File: config.mk
export PLATFORM = sky130hd
export DESIGN_NAME = serial_word_feeder
export DESIGN_NICKNAME = d
export VERILOG_FILES = /design/src/rtl/serial_word_feeder.sv
export SDC_FILE = /design/constraint.sdc
export NUM_CORES = 1
export LEC_CHECK = 0
export ABC_AREA = 0
export CAP_MARGIN = 20
export CELL_PAD_IN_SITES_DETAIL_PLACEMENT = 1
export CELL_PAD_IN_SITES_GLOBAL_PLACEMENT = 1
export CORE_MARGIN = 2
export CORE_UTILIZATION = 38
export DETAILED_ROUTE_END_ITERATION = 16
export HOLD_SLACK_MARGIN = 0.1
export PLACE_DENSITY = 0.78
export RECOVER_POWER = 50
export SYNTH_ARGS = -nofsm -noshare
export SYNTH_HDL_FRONTEND = slang
export SYNTH_SLANG_ARGS = --single-unit
File: constraint.sdc
create_clock -name clk -period 1.65 [get_ports clk]
set_clock_uncertainty 0.05 [all_clocks]
set_input_delay 0.33 -clock clk [delete_from_list [all_inputs] [get_ports clk]]
set_output_delay 0.33 -clock clk [all_outputs]
set_load 0.01 [all_outputs]
File: src/rtl/serial_word_feeder.sv
// Parallel-to-serial word feeder: valid/ready word input, MSB-first serial output,
// one bit per DIV clocks, with a one-word holding register for gapless streaming.
module serial_word_feeder #(
    parameter int unsigned WIDTH    = 15,
    parameter int unsigned DIV      = 1,
    parameter logic        IDLE_BIT = 1'b0
) (
    input  logic             clk,
    input  logic             rst,
    input  logic [WIDTH-1:0] in_data,
    input  logic             in_valid,
    output logic             in_ready,
    output logic             serial_out,
    output logic             bit_strobe,
    output logic             word_done,
    output logic             busy
);
    localparam int unsigned BW = $clog2(WIDTH);
    localparam int unsigned DW = (DIV > 1) ? $clog2(DIV) : 1;
    localparam logic [BW-1:0] BIT_LAST = BW'(WIDTH - 1);
    localparam logic [DW-1:0] DIV_LAST = DW'(DIV - 1);

    typedef enum logic [1:0] {
        IDLE  = 2'b00,
        SHIFT = 2'b01
    } state_t;

    state_t           state;
    logic [WIDTH-1:0] shifter;
    logic [WIDTH-1:0] hold;
    logic             hold_full;
    logic [BW-1:0]    bit_cnt;
    logic [DW-1:0]    div_cnt;

    logic             accept;
    logic             div_end;
    logic             have_next;
    logic [WIDTH-1:0] next_word;

    assign in_ready  = !rst && !hold_full;
    assign accept    = in_valid && in_ready;
    assign div_end   = (div_cnt == DIV_LAST);
    // The hold register always outranks a word arriving on the same edge.
    assign have_next = hold_full || accept;
    assign next_word = hold_full ? hold : in_data;

    always_ff @(posedge clk) begin
        if (rst) begin
            state      <= IDLE;
            shifter    <= '0;
            hold       <= '0;
            hold_full  <= 1'b0;
            bit_cnt    <= '0;
            div_cnt    <= '0;
            serial_out <= IDLE_BIT;
            bit_strobe <= 1'b0;
            word_done  <= 1'b0;
            busy       <= 1'b0;
        end else begin
            bit_strobe <= 1'b0;
            word_done  <= 1'b0;
            case (state)
                IDLE: begin
                    serial_out <= IDLE_BIT;
                    busy       <= 1'b0;
                    if (have_next) begin
                        shifter    <= next_word;
                        serial_out <= next_word[WIDTH-1];
                        bit_cnt    <= BIT_LAST;
                        div_cnt    <= '0;
                        bit_strobe <= 1'b1;
                        busy       <= 1'b1;
                        hold_full  <= 1'b0;
                        state      <= SHIFT;
                    end
                end
                SHIFT: begin
                    busy <= 1'b1;
                    if (div_end && bit_cnt == '0) begin
                        word_done <= 1'b1;
                        div_cnt   <= '0;
                        if (have_next) begin
                            shifter    <= next_word;
                            serial_out <= next_word[WIDTH-1];
                            bit_cnt    <= BIT_LAST;
                            bit_strobe <= 1'b1;
                            // Hold drained into the shifter; refill it if a word lands together.
                            hold_full  <= hold_full && accept;
                            if (hold_full && accept)
                                hold <= in_data;
                        end else begin
                            serial_out <= IDLE_BIT;
                            busy       <= 1'b0;
                            state      <= IDLE;
                        end
                    end else begin
                        if (accept) begin
                            hold      <= in_data;
                            hold_full <= 1'b1;
                        end
                        if (div_end) begin
                            div_cnt    <= '0;
                            shifter    <= {shifter[WIDTH-2:0], 1'b0};
                            serial_out <= shifter[WIDTH-2];
                            bit_cnt    <= bit_cnt - 1'b1;
                            bit_strobe <= 1'b1;
                        end else begin
                            div_cnt <= div_cnt + 1'b1;
                        end
                    end
                end
                default: begin
                    state      <= IDLE;
                    serial_out <= IDLE_BIT;
                    busy       <= 1'b0;
                end
            endcase
        end
    end
endmodule
==> flow_summary.toml <==
[synthesis]
synth-edff-count = 0
synth.ff_latch_count = 38
yosysWarnings = 0
synth.distinct_cells = 35
netlist_instances = 211
synth_top_area_share_pct = 39.9
synth-async-reset-ratio_pct = 0
ys_seq_area_share_pct = 39.9
ys.flop_type = "dfxtp_1"
yosys-top-cells-area = "dfxtp_1, o32ai_2, and3b_1, o31ai_1, a211oi_1"
syn_nets = 230
yosysTopAreaCell = "dfxtp_1"
netlist_area_sq_um = 1910
synth.avg_cell_area_sq_um = 9.04

[setup_path]
start_kind = "flop"
end_kind = "flop"
crit_type = "flop to flop"
worstPathArrival_ps = 1810
rrSetupSlack_ps = -20
cp.required_ps = 1790
rr_worst_depth = 7
startpoint = "bit_cnt[1]$_SDFF_PP0_"
regToRegEndpoint = "shifter[3]$_SDFF_PP0_"
reg2reg_from = "bit_cnt[1]$_SDFF_PP0_"
crit_fanout = 8

[routing]
via_per_inst = 5.72
drt-initial-drc-count = 108
drt_wl_total_microns = 6190
drtAntennaViolNets = 0
wire_per_inst_microns = 18.9
firstDrtPassIters = 4
drc = 0
vias = 1876

[grt]
grt_util_all_layers_pct = 24.4
overflow = 0
grt_util_met1_pct = 29.0
use_met2_pct = 43.4
grt_pass1_vias = 2035
top_usage_layer = "met2"
grt_max_degree = 21
antenna_found_initial = 0
grtUsageMet3_pct = 5.76
grt_pass1_wl_microns = 10100

[timing]
hold_viol_final = 0
max_freq_ghz = 0.597
setup_tns_ps = -66.5
maxSlewHeadroom_pct = 61.9
period_minus_slack_ps = 1670
setup_viol = 8
drv_slew = 0
tightestPinTransition_ps = 570
rsz0062_at_grt = "true"
period_share_pct = 102
layout_setup_ws_ps = -24.9

[floorplanning]
die_area_sq_um = 5600
rows = 25
fp.dieH_microns = 74.8
coreArea_sq_um = 4790
initial_utilization_pct = 39.8
ios = 23
die_w_microns = 74.8

[job]
maxCapViolCount = 0

[worst_hold_path]
worstHoldStart = "hold[5]$_SDFFE_PP0P_"
hold_depth = 2
min_path_type = "flop to flop"
min_to = "hold[5]$_SDFFE_PP0P_"

[final_layout]
area.sequential_sq_um = 764
design_area_sq_um = 2650
filler_cell_count = 572
nNetsFinal = 281
area_growth_pct = 39.0
multi_input_area_sq_um = 1050
stdcell_count = 328
final_layout_size_suffix_gt1_share_pct = 31.0
num_antenna_cells = 0

[power_and_ir_drop]
p_sw_share_pct = 29.0
share_comb_of_total_power_pct = 27.5
fin_total_pwr_w = 0.00225
pwr-share-clk_pct = 28.2
p_int_w = 0.00160
p_per_area_nw_per_um2 = 849
switchingPower_w = 0.000654
p_leak_nw = 0.991
p_seq_share_pct = 44.3
ir_drop_mv = 0.493

[run_status]
status = "finished with violations"
violations = "negative setup slack"

[clock_tree]
htreeDepth = 2
clk_pin_slew_worst_paths_ps = 70
cts_tree = "built"
cts_buffers = 5
clkSinkCount = 38
clk_latency_ps = 290
cts_root_buf = "clkbuf_8"
postCtsHoldBufs = 0
cts_max_path_buffers = 2

[placement]
post-dp-hpwl_microns = 4240
globalplace.congestion = 0.804
dp.cells = 314
portBuffers = 22
place_area_sq_um = 2410
-- layer usage --
metal  vias up  share of wire, %
met2        36                52
met5         -                 0
met3        10               3.7
li1        892                 -
met1       938                42
met4         0               2.4
-- layout by cell type, fill, tap and decap left out, types with 2 or more instances in the layout --
cell type / netlist / routed
clkbuf_8: 0 / 6
buf_4: 2 / 39
inv_2: 1 / 3
or3b_4: 0 / 2
dfxtp_2: 0 / 3
nand4_1: 15 / 15
a211oi_2: 0 / 2
inv_1: 16 / 14
buf_12: 0 / 3
and3b_1: 13 / 13
clkdlybuf4s50_1: 0 / 19
nor2_1: 18 / 17
a211oi_1: 14 / 12
nor3_1: 4 / 4
dlygate4sd2_1: 0 / 2
o31ai_1: 15 / 15
o32ai_2: 9 / 12
a21oi_1: 19 / 19
dfxtp_1: 38 / 35
-- Yosys cell counts (2+ instances only) --
| cell | number |
|---|---|
| a211oi_1 | 14 |
| a21oi_1 | 19 |
| a311oi_1 | 2 |
| and3b_1 | 13 |
| buf_2 | 8 |
| buf_4 | 2 |
| clkbuf_1 | 11 |
| dfxtp_1 | 38 |
| inv_1 | 16 |
| mux2i_1 | 2 |
| nand4_1 | 15 |
| nor2_1 | 18 |
| nor3_1 | 4 |
| nor3b_2 | 2 |
| o31ai_1 | 15 |
| o32ai_1 | 4 |
| o32ai_2 | 9 |
| or3b_1 | 2 |
-- worst max-delay path, stage by stage, from the launching register on --
cell,delay (ps)
dfxtp_2,340
inv_2,50
ha_4,160
buf_4,140
nor3b_4,150
or3_1,360
buf_6,180
o32ai_1,150
-- worst max path at each step --
stage | to | depth (start not counted) | slack, ps
after floorplan | hold[10]$_SDFFE_PP0P_ | 7 | 20
after global placement | in_ready | 3 | -340
after detailed placement | shifter[8]$_SDFF_PP0_ | 6 | -340
after CTS | shifter[2]$_SDFF_PP0_ | 6 | -30
after global routing | bit_cnt[3]$_SDFF_PP0_ | 7 | -60
final | shifter[3]$_SDFF_PP0_ | 7 | -20
-- what timing repair did --
| item | in CTS | in global routing |
|---|---|---|
| pin swaps | 4 | 5 |
| buffers inserted | 8 | 1 |
| setup endpoints to repair | 24 | 26 |
| gates resized for setup | 18 | 9 |
-- stage by stage --
step | hold slack (ps) | utilization (%) | worst slack (ps)
6_report | 421 | 55.4 | -24.9
5_1_grt | 446 | 55.4 | -58.2
4_1_cts | 420 | 54.6 | -32.8
3_5_place_dp | 409 | 50.4 | -341
3_3_place_gp | 405 | 50.4 | -339
2_1_floorplan | 382 | - | 18.0
-- cell families (layout without fill, tap and decap cells) --
| group | Yosys count | count (layout) | synth area share [%] |
|---|---|---|---|
| buf+inv | 40 | 90 | 9.19 |
| xor+xnor | 1 | 1 | 0.459 |
| flops | 38 | 38 | 39.9 |
| compound gates | 68 | 68 | 28.9 |
| fa+ha+maj | 1 | 1 | 0.656 |
| simple gates | 61 | 61 | 19.8 |
| mux | 2 | 2 | 1.05 |
-- state kept, by name, summed over array words and instances (netlist names) --
| name | cells |
|---|---|
| bit_cnt | 4 |
| busy | 1 |
| hold | 15 |
| hold_full | 1 |
| serial_out | 1 |
| shifter | 14 |
| state | 1 |
| word_done | 1 |
-- power by group through the flow --
stage | combinational [W] | clock [W] | sequential [W]
after floorplan | 0.000282 | 0 | 0.00101
after global placement | 0.000514 | 0 | 0.00101
final | 0.000620 | 0.000635 | 0.000997
after detailed placement | 0.000531 | 0 | 0.00101
after global routing | 0.000666 | 0.000686 | 0.00100
after CTS | 0.000592 | 0.000643 | 0.000996
-- cell type report --
| cell class | instances | share of cell area [%] |
|---|---|---|
| tap | 67 | 3.16 |
| multi-input combinational | 133 | 39.7 |
| timing repair buffer | 67 | 22.8 |
| sequential | 38 | 28.8 |
| clock buffer | 6 | 3.11 |
| inverter | 17 | 2.41 |
(Power assumes the default switching activity.)
